`config.mk`:
```
export PLATFORM = sky130hd
export DESIGN_NAME = pc_fetch_sequencer
export DESIGN_NICKNAME = d
export VERILOG_FILES = /design/src/rtl/legv8_pkg.sv /design/src/rtl/pc_incrementer.sv /design/src/rtl/pc_fetch_sequencer.sv
export SDC_FILE = /design/constraint.sdc
export NUM_CORES = 1
export LEC_CHECK = 0
export CAP_MARGIN = 25
export CORE_UTILIZATION = 40
export DETAILED_ROUTE_END_ITERATION = 8
export GPL_TIMING_DRIVEN = 0
export PLACE_DENSITY = 0.8
export SYNTH_ARGS = -nofsm -noshare
export SYNTH_HDL_FRONTEND = slang
export SYNTH_SLANG_ARGS = --single-unit
```
`constraint.sdc`:
```
create_clock -name clk -period 2.1 [get_ports clk]
set_input_delay 0.315 -clock clk [delete_from_list [all_inputs] [get_ports clk]]
set_output_delay 0.315 -clock clk [all_outputs]
set_load 0.005 [all_outputs]
```
`src/rtl/legv8_pkg.sv`:
```
// Shared types and defaults for the LEGv8 fetch front end.
package legv8_pkg;

    typedef enum logic [1:0] {
        ST_IDLE  = 2'd0,
        ST_FETCH = 2'd1,
        ST_HOLD  = 2'd2,
        ST_HALT  = 2'd3
    } fetch_state_t;

    localparam int          DEF_WIDTH    = 32;
    localparam int          DEF_PC_INC   = 1;
    localparam logic [31:0] DEF_RESET_PC = 32'h0000_0000;

endpackage

```
`src/rtl/pc_incrementer.sv`:
```
// Constant-increment PC adder; wraps modulo 2^WIDTH with no carry out.
module pc_incrementer #(
    parameter int WIDTH  = 32,
    parameter int PC_INC = 1
) (
    input  logic [WIDTH-1:0] i_pc,
    output logic [WIDTH-1:0] o_pc_plus_inc
);

    assign o_pc_plus_inc = i_pc + WIDTH'(PC_INC);

endmodule

```
`src/rtl/pc_fetch_sequencer.sv`:
```
// PC register and fetch FSM: picks sequential / branch / hold each cycle and
// drives a registered-only imem req; halt > branch > stall > handshake.
module pc_fetch_sequencer
    import legv8_pkg::*;
#(
    parameter int               WIDTH    = DEF_WIDTH,
    parameter int               PC_INC   = DEF_PC_INC,
    parameter logic [WIDTH-1:0] RESET_PC = WIDTH'(DEF_RESET_PC)
) (
    input  logic             clk,
    input  logic             rst_n,
    input  logic             start,
    input  logic             stall,
    input  logic             halt_req,
    input  logic             branch_valid,
    input  logic [WIDTH-1:0] branch_target,
    input  logic             imem_ready,
    output logic             imem_req,
    output logic [WIDTH-1:0] imem_addr,
    output logic [WIDTH-1:0] pc,
    output logic [WIDTH-1:0] pc_plus_inc,
    output logic             fetch_fire,
    output logic             squash,
    output logic             halted,
    output logic [31:0]      fetch_count
);

    fetch_state_t     r_state;
    fetch_state_t     w_nxt_state;
    logic [WIDTH-1:0] r_pc;
    logic [WIDTH-1:0] w_nxt_pc;
    logic [WIDTH-1:0] w_pc_plus_inc;
    logic [31:0]      r_fetch_count;
    logic             r_fetch_fire;
    logic             r_squash;
    logic             w_fire;
    logic             w_redirect;

    pc_incrementer #(
        .WIDTH  (WIDTH),
        .PC_INC (PC_INC)
    ) u_pc_inc (
        .i_pc          (r_pc),
        .o_pc_plus_inc (w_pc_plus_inc)
    );

    always_comb begin
        w_nxt_state = r_state;
        w_nxt_pc    = r_pc;
        w_fire      = 1'b0;
        w_redirect  = 1'b0;
        case (r_state)
            ST_IDLE: begin
                if (halt_req) begin
                    w_nxt_state = ST_HALT;
                end else begin
                    // Branch in IDLE only preloads the PC; nothing is in flight to squash.
                    if (branch_valid) w_nxt_pc = branch_target;
                    if (start)        w_nxt_state = ST_FETCH;
                end
            end
            ST_FETCH: begin
                if (halt_req) begin
                    w_nxt_state = ST_HALT;
                end else if (branch_valid) begin
                    w_nxt_pc   = branch_target;
                    w_redirect = 1'b1;
                end else if (stall) begin
                    w_nxt_state = ST_HOLD;
                end else if (imem_ready) begin
                    w_nxt_pc = w_pc_plus_inc;
                    w_fire   = 1'b1;
                end
            end
            ST_HOLD: begin
                if (halt_req) begin
                    w_nxt_state = ST_HALT;
                end else if (branch_valid) begin
                    w_nxt_pc    = branch_target;
                    w_redirect  = 1'b1;
                    w_nxt_state = ST_FETCH;
                end else if (!stall) begin
                    w_nxt_state = ST_FETCH;
                end
            end
            default: begin
                w_nxt_state = ST_HALT;
            end
        endcase
    end

    always_ff @(posedge clk or negedge rst_n) begin
        if (!rst_n) begin
            r_state       <= ST_IDLE;
            r_pc          <= RESET_PC;
            r_fetch_count <= 32'd0;
            r_fetch_fire  <= 1'b0;
            r_squash      <= 1'b0;
        end else begin
            r_state      <= w_nxt_state;
            r_pc         <= w_nxt_pc;
            r_fetch_fire <= w_fire;
            r_squash     <= w_redirect;
            if (w_fire) r_fetch_count <= r_fetch_count + 32'd1;
        end
    end

    assign imem_req    = (r_state == ST_FETCH);
    assign imem_addr   = r_pc;
    assign pc          = r_pc;
    assign pc_plus_inc = w_pc_plus_inc;
    assign fetch_fire  = r_fetch_fire;
    assign squash      = r_squash;
    assign halted      = (r_state == ST_HALT);
    assign fetch_count = r_fetch_count;

endmodule

```
After elaboration in Yosys (flattened, before gate mapping). Cells that the tools add are included.

Multiply operators: 0. Multiplexer cells: 24. Reduce and logical (&&, ||, !) cells: 6. Div/mod/pow operators: 0. Equal/unequal tests: 12. Shifts and indexed selects: 0. Bitwise operators: 0. Magnitude comparators: 0. $add $sub $neg: 2.

Operators by type and width (number): 32-bit two-way mux (6); 32-bit by 1-bit adder with 32-bit output (second input constant) (2); 32-bit case mux with 2 select lines (1); 2-bit two-way mux (8); 3-bit != test (second input constant) (5); 1-bit two-way mux (8); 2-bit case mux with 3 select lines (1); 6-bit AND reduction (1); 2-bit == test (second input constant) (2); 2-bit != test (second input constant) (2); 4-bit != test (second input constant) (1); 4-bit AND reduction (1); 2-bit OR reduction (2); 2-bit by 1-bit == test with 1-bit output (second input constant) (1); 2-bit zero test (1); 2-bit by 1-bit != test with 1-bit output (second input constant) (1); 2-bit nonzero test (1).

Input bits: 39. RAM bits: 0. Bits in registers: 68. Logic and storage cells: 49. Memories kept: 0. Bits in latches: 0. ROM bits: 0. Output and inout bits: 132.

Longest topological paths before layout. Gate-level depths: netlist (run 1).

Depth after elaboration: 6. Gate-level depth with buffers: 8. Gate-level depth less buffers: 7.

Hierarchy. Synthesis (run 1) repeated with hierarchy kept, for this count alone.

Cell total of the unflattened synthesis: 395. Area, all modules: 4351.7 um2.

Modules (own cells, without submodules): pc_fetch_sequencer (sequential area each 1701.6 um2, instances 1, cells an instance 299, area each 3667.3 um2); pc_incrementer (sequential area each 0.0 um2, instances 1, cells an instance 96, area each 684.4 um2).

Worst setup path after synthesis (run 1). No wires, ideal clock.

Kind: register to output. Start point: reg r_pc[14], in the netlist imem_addr[14]. End point: out pc_plus_inc[30]. Required time: 1.785 ns. Path buffers: 1. Stages on the path, launching flop included: 6. Arrival: 1.965 ns. Path slack: -0.180 ns. Path through: dfrtp_1 > clkbuf_2 > nand4_4 > or4_4 > or4b_4 > xnor2_1.

Cells in the longest elaborated chain, start to end: 1.

Ends and longest elaborated chain: start, declared (line pc_fetch_sequencer.sv:30) `logic [WIDTH-1:0] r_pc;`; start signal, assigned (line pc_fetch_sequencer.sv:101) `r_pc <= w_nxt_pc;`; 32-bit by 1-bit adder with 32-bit output (line pc_incrementer.sv:10) `assign o_pc_plus_inc = i_pc + WIDTH'(PC_INC);`; end, declared (line pc_fetch_sequencer.sv:21) `output logic [WIDTH-1:0] pc_plus_inc,`.

No other way between the ends.

Worst setup path after layout (run 1).
Start point: reg r_pc[6], in the netlist imem_addr[6]. End point: out pc_plus_inc[29].

The elaborated chain is that of the path after synthesis.

==> results of run 1 <==
-- sequential cells by signal (all words and copies together), names as in the netlist --
register / cells
fetch_count: 32
imem_addr: 32
r_state: 2
fetch_fire: 1
squash: 1
-- worst min path at each step --
stage                                startpoint                          end  slack (ns)  cells past startpoint
CTS                                       rst_n    imem_addr[27]$_DFFE_PN0P_        0.11                      1
global placement    fetch_count[31]$_DFFE_PN0P_  fetch_count[31]$_DFFE_PN0P_        0.46                      1
detailed placement  fetch_count[31]$_DFFE_PN0P_  fetch_count[31]$_DFFE_PN0P_        0.47                      1
finish                                    rst_n  fetch_count[31]$_DFFE_PN0P_        0.07                      1
floorplan                                 rst_n   fetch_count[0]$_DFFE_PN0P_        0.02                      0
global route                              rst_n  fetch_count[30]$_DFFE_PN0P_        0.12                      1
-- cell usage after synthesis (4+ instances only) --
master	instances	area share
buf_4	32	0.057
nand4_1	18	0.027
and3_1	14	0.021
nand2_1	46	0.041
a32oi_1	6	0.012
nand3_1	26	0.031
xor2_1	14	0.029
and4_1	6	0.012
nor3_1	7	0.0083
a2bb2oi_1	17	0.035
and2_1	6	0.0089
o21ai_0	12	0.014
dfrtp_1	68	0.40
clkbuf_1	17	0.015
nor2_1	8	0.0071
a21oi_1	23	0.027
inv_1	16	0.014
o22ai_1	15	0.022
nor4_1	4	0.0059
o21a_1	6	0.011
xnor2_1	47	0.097
ha_1	6	0.018
o22a_1	10	0.021
-- cell type report --
type / instances / area (um^2)
buffer: 50 / 342
clock buffer: 9 / 124
clock inverter: 7 / 72.6
fill: 656 / 2590
inverter: 16 / 60.1
multi-input combinational: 320 / 2730
sequential: 68 / 1730
tap: 136 / 170
timing repair buffer: 273 / 2460
-- metrics by stage --
step / hold WS (ns) / instances
detailed placement: 0.467 / 762
floorplan: 0.0194 / 456
global route: 0.122 / 879
CTS: 0.111 / 832
finish: 0.0748 / 879
global placement: 0.462 / 762
-- timing repair --
action / in CTS / in global routing
endpoints found under the setup margin: 80 / 81
resized for setup: 172 / 99
buffers inserted: 55 / 57
pin swaps: 49 / 54
-- power breakdown --
| group | switching [W] | internal, W | total [W] |
|---|---|---|---|
| clock network | 0.000595 | 0.000553 | 0.00115 |
| logic | 0.00294 | 0.00357 | 0.00651 |
| registers | 0.000589 | 0.00167 | 0.00225 |
| total | 0.00412 | 0.00579 | 0.00991 |
-- cell families (layout without fill, tap and decap cells) --
family          count (synthesis)  in the layout  synth area share
fa+ha+maj                       6              6            0.0177
xor+xnor                       61             61             0.126
buf+inv                        68            355            0.0895
simple gates                  150            150             0.193
compound gates                101            101             0.167
mux                             2              2           0.00502
flops                          68             68             0.402
-- worst max-delay path, stage by stage, from the launching register on --
cell and delay, ns:
dfrtp_2 0.42, nand3_4 0.11, buf_6 0.14, or4_4 0.56, buf_4 0.16, nor4_4 0.33
xor2_1 0.24, buf_2 0.16
-- layer usage --
layer / vias to the layer above / track usage / share of wire
li1: 2177 / - / -
met1: 2475 / 0.345 / 0.38
met2: 363 / 0.488 / 0.48
met3: 102 / 0.0643 / 0.089
met4: 0 / 0.148 / 0.053
met5: - / 0 / 0
==> results.toml, run 1 <==
[worst_hold_path]
min_path_type = "in2async"

[power_and_ir_drop]
power-per-cell-area_mw_per_mm2 = 1290
vdd_ir_drop_max_mv = 0.741
total_power_w = 0.00991
leakage_nw = 3.32

[floorplanning]
initial_core_util = 0.412
die_x_um = 105
coreArea_mm2 = 0.0103
io_pins = 171
rows = 37
dieArea_mm2 = 0.0110
die_y_um = 105

[cells_and_area]
final_cell_mix = "clkdlybuf4s50_1, buf_4, dfrtp_1, nand2_1, xnor2_1"
num_antenna_cells = 0
drive_above_1_share = 0.394
layout_commonest_cell = "clkdlybuf4s50_1"
final_core_util = 0.748
nNetsFinal = 783
area_growth_pct = 81.5
postLayoutCellArea_mm2 = 0.00769

[worst_setup_path]
path_max_fanout = 4
arrival_ns = 2.48
worstSetupStartpointType = "register"
cp.required_ns = 1.78
reg2reg_slack_ns = -0.30
r2r-end = "imem_addr[30]$_DFFE_PN0P_"
crit_end = "pc_plus_inc[29]"
crit_type = "reg2out"
crit_start = "imem_addr[6]$_DFFE_PN0P_"
rr_startpoint = "imem_addr[6]$_DFFE_PN0P_"
rr_worst_depth = 7
end_kind = "output port"

[grt]
grt_pass1_vias = 4736
antenna_found_initial = 0
overflow = 0
grt_pass1_wl_mm = 24.9
gr-usage-all-layers = 0.289
grt_max_degree = 69

[synthesis]
synthFlopType = "dfrtp_1"
netlist_instances = 456
synth_area_mm2 = 0.00424
ys_types = 46
synth_seq_area_share = 0.402
synth-edff-count = 0
synth_nets = 501
syn_area_per_cell_um2 = 9.29
ys_warn_count = 0
ys_seq_elements = 68
async_flop_share = 1.00

[clock_tree]
clock_latency_ns = 0.36
ctsHtreeMaxLevel = 3
clkTransAtPathRegs_ns = 0.09
cts_tree = "yes"
root_buffer = "clkbuf_8"
cts_inserted_buffers = 9
ctsHoldBuffers = 0
clockBufferDepth = 2
clock-sinks = 68

[placed_design]
port_buffers = 170
dpl.hpwl_mm = 9.86
place_congestion = 0.883
dpl_cell_area_mm2 = 0.00613
post-place-ws_ns = -0.979

[run_status]
violations = "negative setup slack"
status = "complete, but fails checks"

[sta]
drv_slew = 0
worst_pin_slew_ns = 0.904
setup_ws_ns = -0.697
skew_ns = 0.0112
setup_viol = 38
tns_ns = -12.00
fin_crit_ns = 2.80
slew_headroom = 0.397
fmaxAchievable_ghz = 0.358
rsz0062_at_grt = "true"
post-route-period-util = 1.33
finalHoldViolCount = 0

[routing]
dr.first_iter.drc_count = 418
ant_nets = 0
wirelength_mm = 18.1
dr.pass1.iters = 5
viasPerCell = 5.82
drc = 0
wire_per_inst_um = 20.6
vias = 5117

[run]
cap_violations = 0
Note: power is estimated with default switching activity, not from simulation.
==> inputs of run 2 (changes only) <==
Settings changed: CELL_PAD_IN_SITES_DETAIL_PLACEMENT from default to 0, CELL_PAD_IN_SITES_GLOBAL_PLACEMENT from default to 1, CORE_UTILIZATION 40 to 29.
==> run 2 against run 1 <==
Against the previous run: the flow still finishes with violations (negative setup slack); design area shrank 2.2%; die area grew 37%; setup slack gained 0.18 ns; sequential share of layout area grew 0.48 points.
==> results.toml, run 2 (synthesis results as in run 1) <==
[grt]
gr-usage-all-layers = 0.201
grt_pass1_wl_mm = 22.9
grt_pass1_vias = 4260
grt_max_degree = 69
overflow = 0
antenna_found_initial = 0

[run_status]
status = "complete, but fails checks"
violations = "negative setup slack"

[sta]
slew_headroom = 0.591
fmaxAchievable_ghz = 0.383
fin_crit_ns = 2.61
worst_pin_slew_ns = 0.614
skew_ns = 0.00733
setup_viol = 26
drv_slew = 0
rsz0062_at_grt = "true"
post-route-period-util = 1.24
setup_ws_ns = -0.513
finalHoldViolCount = 0

[worst_setup_path]
rr_worst_depth = 6
arrival_ns = 2.30
crit_family = "simple AND/OR/NAND/NOR gates"
cp.depth = 5
slowest_delay_ns = 0.57
cp.required_ns = 1.78
crit_start = "imem_addr[4]$_DFFE_PN0P_"
path_max_fanout = 7
crit_type = "reg2out"
end_kind = "output port"
reg2reg_slack_ns = -0.16
r2r-end = "imem_addr[30]$_DFFE_PN0P_"
rr_startpoint = "imem_addr[6]$_DFFE_PN0P_"
path_buf_inv = 1
crit_chain = "nand2_4 -> nor2_1 -> nand4_1 -> xnor2_1 -> clkdlybuf4s50_1"
slowest_stage = "clkdlybuf4s50_1"
worstSetupStartpointType = "register"

[power_and_ir_drop]
leakage_nw = 3.19
clock_power_share = 0.146
p_sw_frac = 0.389
seqPwrFrac = 0.227
p_sw_w = 0.00378
power-per-cell-area_mw_per_mm2 = 1290
pwr-share-comb = 0.627
internal-power_w = 0.00593
vdd_ir_drop_max_mv = 0.645

[clock_tree]
clkTransAtPathRegs_ns = 0.06
ctsHtreeMaxLevel = 3
cts_inserted_buffers = 9
clock_latency_ns = 0.34
clock-sinks = 68
clockBufferDepth = 2
cts_tree = "yes"
root_buffer = "clkbuf_16"

[placed_design]
dpl.hpwl_mm = 10.4
place_congestion = 0.849
port_buffers = 170
dp.cells = 807

[worst_hold_path]
hold_depth = 1
hold_start = "fetch_count[31]$_DFFE_PN0P_"
min_path_type = "reg2reg"
worstHoldEndpoint = "fetch_count[31]$_DFFE_PN0P_"

[floorplanning]
io_pins = 171
die_x_um = 123
initial_core_util = 0.302
dieArea_mm2 = 0.0151
coreArea_mm2 = 0.0140
die_y_um = 123
rows = 43

[cells_and_area]
nNetsFinal = 758
num_antenna_cells = 0
drive_above_1_share = 0.348
final_cell_count_no_fill = 898
fill_cells = 1246
layout_commonest_cell = "clkdlybuf4s50_1"
final_core_util = 0.535
area_growth_pct = 77.5
final_cell_mix = "clkdlybuf4s50_1, buf_4, dfrtp_1, nand2_1, xnor2_1"

[routing]
wire_per_inst_um = 17.2
dr.first_iter.drc_count = 270
ant_nets = 0
dr.pass1.iters = 4
drc = 0
viasPerCell = 5.07
wirelength_mm = 15.5
vias = 4549

[run]
cap_violations = 0
-- run 2: worst max path at each step --
| stage | to | slack, ns |
|---|---|---|
| finish | pc_plus_inc[15] | -0.51 |
| global route | pc_plus_inc[26] | -0.64 |
| CTS | pc_plus_inc[30] | -0.59 |
| detailed placement | pc_plus_inc[31] | -0.93 |
| global placement | imem_addr[8]$_DFFE_PN0P_ | -2.01 |
| floorplan | imem_addr[30]$_DFFE_PN0P_ | -0.09 |
-- run 2: routing by layer --
metal  up-vias  global-route usage  wire [um]
met5         -                   0          0
met4         0              0.0846        377
met3        27              0.0432       1030
met2       165               0.327       7610
met1      2225               0.256       6430
li1       2132                   -          -
-- run 2: cell type report --
class | count | area, um^2 | area share
buffer | 51 | 355 | 0.0473
clock buffer | 12 | 246 | 0.0328
clock inverter | 4 | 25.0 | 0.00333
inverter | 16 | 60.1 | 0.00799
multi-input combinational | 320 | 2630 | 0.350
sequential | 68 | 1730 | 0.229
tap | 180 | 225 | 0.0300
timing repair buffer | 247 | 2250 | 0.299
-- run 2: repair_timing --
action | 4_1_cts | 5_1_grt
pin swaps | 38 | 42
hold buffers | 1 | 0
endpoints found under the hold margin | 28 | 0
setup buffers | 47 | 29
setup endpoints to repair | 80 | 70
resized for setup | 151 | 84
-- run 2: power groups by stage --
stage	sequential, W	combinational, W	clock, W
final	0.00221	0.00608	0.00142
after global routing	0.00227	0.00650	0.00149
after CTS	0.00217	0.00550	0.00145
after detailed placement	0.00226	0.00476	0
after global placement	0.00224	0.00470	0
after floorplan	0.00212	0.00234	0
-- run 2: metrics by stage --
step	setup WS, ns	total power (W)	hold slack [ns]	setup TNS, ns	instance area, um^2
6_report	-0.513	0.00971	0.482	-7.31	7520
5_1_grt	-0.638	0.0103	0.492	-9.85	7520
4_1_cts	-0.592	0.00913	0.486	-8.92	7110
3_5_place_dp	-0.928	0.00702	0.358	-38.18	6210
3_3_place_gp	-2.01	0.00694	0.463	-157.02	6190
2_1_floorplan	-0.0923	0.00446	0.0194	-0.260	4260
